<file path="config.mk">
export PLATFORM = sky130hd
export DESIGN_NAME = io_switch_led_port
export DESIGN_NICKNAME = d
export VERILOG_FILES = /design/src/rtl/io_switch_led_port.sv
export SDC_FILE = /design/constraint.sdc
export NUM_CORES = 1
export LEC_CHECK = 0
export BUFFER_PORTS_ARGS = -buffer_cell sky130_fd_sc_hd__buf_2
export CAP_MARGIN = 10
export CORE_ASPECT_RATIO = 1.2
export CORE_MARGIN = 8
export CORE_UTILIZATION = 56
export DETAILED_ROUTE_END_ITERATION = 7
export PLACE_DENSITY = 0.88
export SYNTH_ARGS = -nofsm -noshare
export SYNTH_HDL_FRONTEND = slang
export SYNTH_SLANG_ARGS = --single-unit
</file>
<file path="constraint.sdc">
create_clock -name clk -period 2.1 [get_ports clk]
set_clock_uncertainty 0.05 [all_clocks]
set_input_delay 0.21 -clock clk [delete_from_list [all_inputs] [get_ports clk]]
set_output_delay 0.21 -clock clk [all_outputs]
set_load 0.01 [all_outputs]
</file>
<file path="src/rtl/io_switch_led_port.sv">
// Memory-mapped LED/switch IO responder with debounced switches and a sticky change flag.
// Define IO_LED_READBACK_EN to make the LED registers readable at 0x60/0x62.
module io_switch_led_port #(
  parameter int DEBOUNCE_CYCLES = 200000
) (
  input  logic        clk,
  input  logic        rst_n,
  input  logic        led_cs,
  input  logic        sw_cs,
  input  logic [7:0]  addr,
  input  logic [15:0] wdata,
  input  logic [23:0] sw,
  output logic [15:0] io_rdata,
  output logic [23:0] led
);

  localparam int CNT_W = $clog2(DEBOUNCE_CYCLES);
  localparam logic [CNT_W-1:0] CNT_LAST = CNT_W'(DEBOUNCE_CYCLES - 1);

  localparam logic [7:0] ADDR_LED_LO = 8'h60;
  localparam logic [7:0] ADDR_LED_HI = 8'h62;
  localparam logic [7:0] ADDR_SW_LO  = 8'h70;
  localparam logic [7:0] ADDR_SW_HI  = 8'h72;
  localparam logic [7:0] ADDR_CHG    = 8'h74;

  logic [23:0]      sync1, sync2, sample, deb, deb_next, stable;
  logic [CNT_W-1:0] tick_cnt;
  logic             tick;
  logic             chg;
  logic             chg_clr;
  logic             unused_wdata_hi;

  assign unused_wdata_hi = ^wdata[15:8];
  assign tick    = (tick_cnt == CNT_LAST);
  assign chg_clr = sw_cs && (addr == ADDR_CHG);

  always_ff @(posedge clk or negedge rst_n) begin
    if (!rst_n) begin
      led <= '0;
    end else if (led_cs) begin
      if (addr == ADDR_LED_LO) led[15:0]  <= wdata;
      if (addr == ADDR_LED_HI) led[23:16] <= wdata[7:0];
    end
  end

  always_ff @(posedge clk or negedge rst_n) begin
    if (!rst_n) begin
      tick_cnt <= '0;
    end else if (tick) begin
      tick_cnt <= '0;
    end else begin
      tick_cnt <= tick_cnt + CNT_W'(1);
    end
  end

  // Each bit follows the synchronized input only once two consecutive tick samples agree.
  always_comb begin
    stable   = ~(sync2 ^ sample);
    deb_next = deb;
    if (tick) deb_next = (deb & ~stable) | (sync2 & stable);
  end

  always_ff @(posedge clk or negedge rst_n) begin
    if (!rst_n) begin
      sync1  <= '0;
      sync2  <= '0;
      sample <= '0;
      deb    <= '0;
      chg    <= 1'b0;
    end else begin
      sync1 <= sw;
      sync2 <= sync1;
      if (tick) sample <= sync2;
      deb <= deb_next;
      chg <= (deb_next != deb) | (chg & ~chg_clr);
    end
  end

  always_comb begin
    io_rdata = '0;
    if (sw_cs) begin
      case (addr)
`ifdef IO_LED_READBACK_EN
        ADDR_LED_LO: io_rdata = led[15:0];
        ADDR_LED_HI: io_rdata = {8'h00, led[23:16]};
`endif
        ADDR_SW_LO:  io_rdata = deb[15:0];
        ADDR_SW_HI:  io_rdata = {8'h00, deb[23:16]};
        ADDR_CHG:    io_rdata = {15'h0000, chg};
        default:     io_rdata = '0;
      endcase
    end
  end

endmodule

</file>
==> out/qor.yml, run 1 <==
pwr:
  maximum_resistive_drop_on_vdd_mv: 0.6772
  powerDensity_nw_per_um2: 852.5
  leakage_nw: 3.541
synth:
  yosysTopAreaCell: "dfrtp_1"
  netlist_area_um2: 5632
  synthSimpleGateAreaFrac_pct: 15.95
  synthesis.instances: 492
  combinational_family_with_the_most_area_after_synthesis: "simple AND/OR/NAND/NOR gates"
  cell_variety_after_synth: 40
  postSynth.asyncResetShare_pct: 100.0
  syn-mean-instance-area_um2: 11.45
  synthesis.yosys.warnings: 0
  synth.area.mux_share_pct: 6.221
  post_synth_edffs: 0
  synth_largest_type_area_fraction_pct: 61.76
  post_synth_xor_area_fraction_pct: 2.022
  cell_with_the_most_instances_after_synthesis: "dfrtp_1"
  syn_nets: 545
  most_used_standard_cells_in_the_synthesized_netlist: "139 x dfrtp_1, 66 x o21ai_1, 39 x nand2_1, 27 x inv_1, 26 x a21oi_1"
  area_contributors_post_synth: "dfrtp_1 62%, o21ai_1 5.9%, mux2_2 4.8%"
  synth_compound_area_share_pct: 10.29
  fraction_of_the_yosys_area_taken_by_sequential_cells_pct: 61.76
  synth_seq_cells: 139
  ys_dominant_reg_cell: "dfrtp_1"
  yosys.area_share.adder_pct: 0.2222
critical_path:
  worst-r2r-setup-slack_ns: -0.04
  worst_path_dominant_cell_family: "simple AND/OR/NAND/NOR gates"
  cp-end-kind: "flop"
  critical_path_buf_inv_count: 1
  worst_setup_path_endpoint: "deb[23]"
  cp_max_fo: 37
  crit_path_top_delay_cell: "or3_4"
  slowest_delay_ns: 0.45
  ff2ff_path_depth: 6
  reg2reg_to: "deb[23]"
  worst-path-stages: 6
  cp_common_cell: "o21ai_0"
  rr_startpoint: "tick_cnt[0]"
  critPathRequiredTime_ns: 2.29
  setup.worst_path.start: "tick_cnt[0]"
  worstSetupStartpointType: "flop"
  arrival_ns: 2.33
  crit_path_cell_trace: "ha_2, nand3_2, or3_4, buf_12, o21ai_0, o21ai_0"
  critical_path_class: "flop to flop"
global_route:
  globalRouteOverflowTotal: 0
  pin_count_of_the_biggest_net_entering_global_routing: 74
  global_route_usage_over_all_layers_pct: 21.51
  grt_first_pass_wirelength_um: 22940
  antenna_found_initial: 0
  grt_pass1_vias: 4653
layout:
  final_nets: 692
  areaGrowthSynthToFinish_pct: 30.22
  num-fill-cells: 599
  postLayoutCellArea_um2: 7333
  finish.cell_count_without_fillers: 777
  antenna_cells: 0
  final_core_util_pct: 74.00
  final_layout_size_suffix_gt1_share_pct: 26.73
route:
  drtPass1Iterations: 7
  final_routed_wirelength_um: 14390
  wire_per_inst_um: 18.52
  antenna_left: 0
  detailedRoute.firstIterationViolations: 378
  via_count_of_the_routed_design: 4513
  drt_drc_violations_left: 0
  route.detailed.vias_per_inst: 5.808
clocking:
  inserted_clock_buffers: 17
  path_clk_slew_ns: 0.06
  clkSinkCount: 139
  ctsLongestPathBuffers: 2
  cts-htree-levels: 4
  tritoncts_clock_tree: "done"
  clock_tree.root_cell: "clkbuf_16"
  clk_latency_ns: 0.41
sta:
  timing.final.max_slew_violations: 0
  setup_violations: 1
  final_critical_path_setup_slack_ns: -0.03899
  worst_pin_slew_ns: 0.5227
  relSlewSlack_pct: 64.97
  final_hold_viol_count: 0
  final.period_utilization_pct: 101.9
  maximum_clock_rate_mhz: 467.5
  min_period_ns: 2.139
floorplanning:
  effective_utilization_at_floorplan_pct: 56.83
  die_area_um2: 13540
  floorplan.die.height_um: 125.9
  placementRows: 40
  coreArea_um2: 9910
  die_x_um: 107.5
  ios: 92
placed_design:
  dpl_cell_area_um2: 6282
  input_output_buffers: 91
  place.detailed.hpwl_um: 8800
  globalplace.congestion: 0.8149
  placed_cells: 707
flow_run:
  timing.max_cap.violations: 0
worst_hold_path:
  holdPathStages: 2
  worst_hold_class: "input port to flop"
run_status:
  outcome: "finished with violations"
  violations: "setup timing"
==> layout make-up <==
type	count	area (um2)	area share, %
Timing Repair Buffer	142	993.5	13.55
Inverter	27	101.3	1.382
Tap cell	126	157.7	2.150
Multi-Input combinational cell	312	1962	26.75
Sequential cell	139	3480	47.45
Clock inverter	12	196.4	2.679
Clock buffer	19	442.9	6.040
==> sequential cells by signal, indices dropped and copies added (netlist names) <==
| signal | cells |
|---|---|
| chg | 1 |
| deb | 24 |
| led | 24 |
| sample | 24 |
| sync1 | 24 |
| sync2 | 24 |
| tick_cnt | 18 |
==> where the power goes <==
part / total, mW / leakage, nW / internal (mW) / switching [mW]
Combinational: 0.258 / 1.42 / 0.127 / 0.131
Sequential: 2.79 / 1.81 / 2.75 / 0.0409
Clock: 3.20 / 0.305 / 2.12 / 1.08
Total: 6.25 / 3.54 / 5.00 / 1.25
==> worst min path at each step <==
| stage | startpoint | endpoint | slack, ns |
|---|---|---|---|
| floorplan | rst_n | chg | -0.14 |
| global placement | rst_n | sync2[22] | 0.13 |
| detailed placement | rst_n | sync2[4] | 0.13 |
| CTS | wdata[3] | led[3] | 0.0008 |
| global route | wdata[3] | led[3] | 0.002 |
| finish | wdata[3] | led[3] | 0.01 |
==> layer usage <==
metal | global-route usage, % | vias up | part of all wire (%)
li1 | - | 2018 | -
met1 | 23.83 | 2241 | 37
met5 | 0 | - | 0
met3 | 5.510 | 46 | 5.9
met2 | 36.45 | 208 | 54
met4 | 12.11 | 0 | 3.9
==> repair_timing <==
| item | CTS | global route |
|---|---|---|
| cloned | 0 | 1 |
| setup endpoints to repair | 1 | 22 |
| resized for setup | 1 | 3 |
| hold buffers | 36 | 0 |
| setup buffers | 0 | 2 |
| hold endpoints to repair | 86 | 0 |
==> kinds of logic after synthesis <==
family,after synthesis
simple gates,154
fa+ha+maj,1
mux,32
flops,139
buf+inv,41
xor+xnor,13
compound gates,112
==> cell usage in the layout (no fill, tap or decap), types with 4 or more instances in the layout <==
cell type,n
dfrtp_1,138
buf_2,90
o21ai_1,66
nand2_1,39
dlygate4sd3_1,36
inv_1,27
a21oi_1,26
mux2_2,24
nor2_1,19
clkbuf_16,18
nand3b_1,13
nand4_1,11
nand2b_1,10
and2_1,10
buf_4,10
o22ai_1,9
nor3b_1,9
nand3_1,8
mux2i_1,8
o21ai_0,8
xnor2_1,8
or3b_2,7
nor4_1,5
xor2_1,5
bufinv_16,5
or4_1,4
==> through the flow <==
step | TNS (ns) | setup WS (ns) | hold WS (ns) | total power [mW]
finish | -0.03899 | -0.03899 | 0.009505 | 6.251
global route | -0.1207 | -0.1207 | 0.002368 | 6.428
CTS | 0 | 0.004680 | 0.0007768 | 6.278
detailed placement | -0.005953 | -0.005953 | 0.1348 | 3.035
global placement | 0 | 0.1611 | 0.1262 | 3.021
floorplan | 0 | 0.3567 | -0.1356 | 2.879
No activity file was read; power rests on OpenSTA's default activity.
==> run 2: changes to the inputs <==
Settings changed: BUFFER_PORTS_ARGS -buffer_cell sky130_fd_sc_hd__buf_2 to -buffer_cell sky130_fd_sc_hd__buf_4.
==> run 2 against run 1 <==
The run now ends clean. Critical path depth is the same. Via count up 1.9%. Total power up 2.7%. Largest cell class unchanged.
==> out/qor.yml, run 2 (synthesized netlist as in run 1, its figures left out) <==
route:
  route.detailed.vias_per_inst: 5.906  # +1.7%
  drt_drc_violations_left: 0  # unchanged
  final_routed_wirelength_um: 15820  # +10%
  antenna_left: 0  # unchanged
  wire_per_inst_um: 20.31  # +9.7%
  drtPass1Iterations: 5  # -2
  detailedRoute.firstIterationViolations: 458  # +21%
  via_count_of_the_routed_design: 4601  # +1.9%
clocking:
  inserted_clock_buffers: 17  # unchanged
  cts-htree-levels: 4  # unchanged
  clk_latency_ns: 0.41  # about the same
  clkSinkCount: 139  # unchanged
  tritoncts_clock_tree: "done"
  path_clk_slew_ns: 0.06  # about the same
  ctsLongestPathBuffers: 2  # unchanged
  clock_tree.root_cell: "clkbuf_16"
critical_path:
  cp_max_fo: 73  # +97%
  rr_startpoint: "tick_cnt[7]"
  setup.worst_path.start: "tick_cnt[7]"
  worstSetupStartpointType: "flop"
  ff2ff_path_depth: 6  # unchanged
  arrival_ns: 2.25  # -0.08 ns
  cp-end-kind: "flop"
  critPathRequiredTime_ns: 2.34  # +0.05 ns
  worst_setup_path_endpoint: "deb[12]"
  reg2reg_to: "deb[12]"
  worst-r2r-setup-slack_ns: 0.09  # +0.13 ns
  critical_path_class: "flop to flop"
run_status:
  outcome: "finished, final reports clean"
floorplanning:
  die_x_um: 107.5  # unchanged
  die_area_um2: 13540  # unchanged
  effective_utilization_at_floorplan_pct: 56.83  # unchanged
  floorplan.die.height_um: 125.9  # unchanged
  placementRows: 40  # unchanged
  ios: 92  # unchanged
  coreArea_um2: 9910  # unchanged
worst_hold_path:
  holdPathStages: 3  # +1
  worst_hold_class: "input port to flop"
global_route:
  global_route_usage_over_all_layers_pct: 23.97  # +2.5 points
  grt_first_pass_wirelength_um: 25140  # +9.6%
  grt_util_met2_pct: 39.27  # +2.8 points
  globalRouteOverflowTotal: 0  # unchanged
  globalRoute.busiestLayer: "met2"
  m3_gr_usage_pct: 6.582  # +1.1 points
  grt_pass1_vias: 4883  # +4.9%
  met1_usage_pct: 26.47  # +2.6 points
  antenna_found_initial: 0  # unchanged
  pin_count_of_the_biggest_net_entering_global_routing: 74  # unchanged
layout:
  ff_latch_area_um2: 3480  # unchanged
  antenna_cells: 0  # unchanged
  areaGrowthSynthToFinish_pct: 34.75
  final_common_cell: "dfrtp_1"
  final_layout_size_suffix_gt1_share_pct: 26.49  # -0.24 points
  final_core_util_pct: 76.58  # +2.6 points
  final_nets: 693  # +0.14%
  multi_input_gate_area_um2: 1976  # +0.70%
  layout_common_cells: "138 x dfrtp_1, 98 x buf_4, 66 x o21ai_1, 41 x dlygate4sd3_1, 39 x nand2_1"
  num-fill-cells: 539  # -10%
placed_design:
  place.detailed.hpwl_um: 9085  # +3.2%
  globalplace.congestion: 0.8129  # -0.25%
  input_output_buffers: 91  # unchanged
pwr:
  maximum_resistive_drop_on_vdd_mv: 0.7131  # +5.3%
  powerDensity_nw_per_um2: 846.1  # -0.75%
  leakage_nw: 3.584  # +1.2%
sta:
  timing.final.max_slew_violations: 0  # unchanged
  relSlewSlack_pct: 64.58  # -0.38 points
  worst_pin_slew_ns: 0.5264  # +0.003690 ns
  final_hold_viol_count: 0  # unchanged
  min_period_ns: 2.010  # -0.1293 ns
  final.period_utilization_pct: 95.70  # -6.2 points
  maximum_clock_rate_mhz: 497.6  # +6.4%
  setup_violations: 0  # -1
  grt_setup_unrepaired: "no"
  fin_setup_tns_ns: 0  # +0.03899 ns
flow_run:
  timing.max_cap.violations: 0  # unchanged
run 2: what timing repair did:
item / in CTS / in global routing
endpoints found under the hold margin: 97 / 0
setup buffers: 0 / 0
setup endpoints to repair: 0 / 5
hold buffers: 41 / 0
resized for setup: 0 / 7
run 2: where the power goes:
group	leakage, nW	switching [mW]	internal [mW]
Sequential	1.81	0.0448	2.75
Combinational	1.46	0.136	0.169
Clock	0.318	1.10	2.22
run 2: area by class of cell:
cell class | instances | area share, %
inverters | 27 | 1.336
clock buffers | 20 | 5.754
well taps | 126 | 2.077
flip-flops and latches | 139 | 45.85
clock inverters | 12 | 2.902
repair buffers | 143 | 16.04
multi-input cells | 312 | 26.03
run 2: worst min path at each step:
stage / start / to
global route: addr[2] / chg
detailed placement: rst_n / sync2[22]
global placement: rst_n / sync2[22]
finish: addr[2] / chg
CTS: addr[2] / chg
floorplan: rst_n / chg
run 2: per-layer routing:
| metal | up-vias | routed length, um |
|---|---|---|
| li1 | 2022 | - |
| met1 | 2271 | 5702 |
| met2 | 246 | 8352 |
| met3 | 62 | 1011 |
| met4 | 0 | 757 |
| met5 | - | 0 |
run 2: stage by stage:
step | cells | setup slack, ns | instance area (um2) | hold WS [ns] | total power, mW
after floorplan | 492 | 0.3567 | 5632 | -0.1356 | 2.879
after global placement | 706 | 0.1929 | 6500 | 0.1285 | 3.061
final | 779 | 0.09035 | 7589 | 0.1956 | 6.420
after detailed placement | 706 | 0.1399 | 6500 | 0.1349 | 3.074
after CTS | 779 | 0.08870 | 7567 | 0.1748 | 6.440
after global routing | 779 | 0.02226 | 7589 | 0.2179 | 6.591
run 2: worst max-delay path, cell delays in order, from the launching register on:
cell     delay [ns]
dfrtp_1        0.47
nor2b_2        0.22
nand4_1        0.13
or3_2          0.45
buf_12         0.21
o21ai_1        0.21
o21ai_1        0.10
==> run 3: changes to the inputs <==
Settings changed: CELL_PAD_IN_SITES_DETAIL_PLACEMENT from default to 0, CELL_PAD_IN_SITES_GLOBAL_PLACEMENT from default to 1, CORE_UTILIZATION 56 to 44, PLACE_DENSITY 0.88 to default, PLACE_DENSITY_LB_ADDON from default to 0.2.
==> run 3 against run 2 <==
First-iteration DRC count decreased by 49%. Core utilization fell by 15 points. Register-to-register slack better by 0.04 ns. Clock power increased by 2%. Sequential power is essentially flat.
==> out/qor.yml, run 3 (synthesized netlist as in run 1, its figures left out) <==
run_status:
  outcome: "finished, final reports clean"
sta:
  relSlewSlack_pct: 63.22  # -1.4 points
  grt_setup_unrepaired: "no"
  final_critical_path_setup_slack_ns: 0.1286  # +0.03828 ns
  final_hold_viol_count: 0  # unchanged
  setup_violations: 0  # unchanged
  fin_setup_tns_ns: 0  # unchanged
  maximum_clock_rate_mhz: 507.3  # +1.9%
  min_period_ns: 1.971  # -0.03828 ns
  worst_pin_slew_ns: 0.5517  # +0.02532 ns
  timing.final.max_slew_violations: 0  # unchanged
  final.period_utilization_pct: 93.87  # -1.8 points
clocking:
  clk_latency_ns: 0.42  # about the same
  tritoncts_clock_tree: "done"
  ctsLongestPathBuffers: 2  # unchanged
  clock_tree.root_cell: "clkbuf_16"
  inserted_clock_buffers: 17  # unchanged
  path_clk_slew_ns: 0.06  # about the same
  cts-htree-levels: 4  # unchanged
  clkSinkCount: 139  # unchanged
  cts_setup_buffers: 0  # unchanged
global_route:
  pin_count_of_the_biggest_net_entering_global_routing: 58  # -22%
  grt_pass1_vias: 4425  # -9.4%
  globalRouteOverflowTotal: 0  # unchanged
  m3_gr_usage_pct: 5.066  # -1.5 points
  antenna_found_initial: 0  # unchanged
  globalRoute.busiestLayer: "met2"
  met1_usage_pct: 18.72  # -7.7 points
  grt_util_met2_pct: 27.20  # -12 points
  global_route_usage_over_all_layers_pct: 16.32  # -7.6 points
  grt_first_pass_wirelength_um: 21530  # -14%
critical_path:
  arrival_ns: 2.23  # -0.02 ns
  ff2ff_path_depth: 5  # -1
  cp-end-kind: "flop"
  critical_path_class: "flop to flop"
  worstSetupStartpointType: "flop"
  critPathRequiredTime_ns: 2.35  # about the same
  cp_max_fo: 5  # -93%
layout:
  areaGrowthSynthToFinish_pct: 36.88
  antenna_cells: 0  # unchanged
  layout_common_cells: "139 x dfrtp_1, 107 x buf_4, 66 x o21ai_1, 41 x dlygate4sd3_1, 39 x nand2_1"
  final_common_cell: "dfrtp_1"
  ff_latch_area_um2: 3478  # about the same
  num-fill-cells: 984  # +83%
  final_nets: 702  # +1.3%
  multi_input_gate_area_um2: 1966  # -0.51%
  final_layout_size_suffix_gt1_share_pct: 26.93  # +0.44 points
worst_hold_path:
  holdPathStages: 3  # unchanged
  worst_hold_class: "input port to flop"
floorplanning:
  ios: 92  # unchanged
  effective_utilization_at_floorplan_pct: 44.85  # -12 points
  floorplan.die.height_um: 139.9  # +11%
  placementRows: 45  # +13%
  coreArea_um2: 12560  # +27%
  die_x_um: 119.3  # +11%
  die_area_um2: 16690  # +23%
route:
  final_routed_wirelength_um: 12980  # -18%
  drtPass1Iterations: 6  # +1
  via_count_of_the_routed_design: 4180  # -9.2%
  detailedRoute.firstIterationViolations: 235  # -49%
  antenna_left: 0  # unchanged
  wire_per_inst_um: 15.73  # -23%
  route.detailed.vias_per_inst: 5.067  # -14%
  drt_drc_violations_left: 0  # unchanged
placed_design:
  place.detailed.hpwl_um: 8793  # -3.2%
  globalplace.congestion: 0.7693  # -5.4%
  dp_slack_ns: 0.06780  # -0.07213 ns
  input_output_buffers: 91  # unchanged
pwr:
  leakage_nw: 3.629  # +1.3%
  maximum_resistive_drop_on_vdd_mv: 0.6314  # -11%
  powerDensity_nw_per_um2: 839.8  # -0.74%
flow_run:
  timing.max_cap.violations: 0  # unchanged
==> run 3: stage by stage <==
step	utilization (%)	instance area, um2	instances	hold WS, ns	power [mW]
CTS	61.32	7699	825	0.1939	6.553
detailed placement	52.69	6615	753	0.1790	3.076
global placement	52.69	6615	753	0.1696	3.067
finish	61.40	7709	825	0.2068	6.474
floorplan	-	5632	492	-0.1356	2.879
global route	61.40	7709	825	0.2092	6.682
==> run 3: what timing repair did <==
item	4_1_cts	5_1_grt
hold buffers	41	0
hold endpoints to repair	102	0
resized for setup	0	2
endpoints found under the setup margin	0	21
==> run 3: area by class of cell <==
| cell class | instances | area share, % |
|---|---|---|
| flip-flops and latches | 139 | 45.12 |
| inverters | 27 | 1.315 |
| repair buffers | 152 | 16.67 |
| clock buffers | 20 | 5.924 |
| multi-input cells | 312 | 25.50 |
| well taps | 164 | 2.662 |
| clock inverters | 11 | 2.808 |
==> run 3: path summary, 6_finish.rpt <==
check | end | slack, ns | start
worst max-delay path | chg | 0.13 | deb[21]
max in group asynchronous | tick_cnt[10] | 1.07 | rst_n
worst min register to register | sync2[23] | 0.30 | sync1[23]
worst max register to register | chg | 0.13 | deb[21]
worst min-delay path | chg | 0.21 | addr[2]
min in group asynchronous | sync2[4] | 0.28 | rst_n
==> run 3: per-layer routing <==
| metal | share of wire, % | vias up |
|---|---|---|
| li1 | - | 2036 |
| met1 | 42 | 2020 |
| met2 | 51 | 100 |
| met3 | 4.7 | 24 |
| met4 | 2.7 | 0 |
| met5 | 0 | - |
==> run 3: power breakdown <==
part           total [mW]  switching (mW)  internal (mW)  leakage (nW)
Sequential           2.79          0.0372           2.75          1.81
Combinational       0.300           0.128          0.171          1.50
Clock                3.39            1.11           2.28         0.318
==> run 3: worst max-delay path: stages, from the launching register on <==
cell,delay [ns]
dfrtp_1,0.41
nor3b_1,0.16
or4_1,0.54
nor4_2,0.29
nand4_1,0.18
a22o_1,0.22
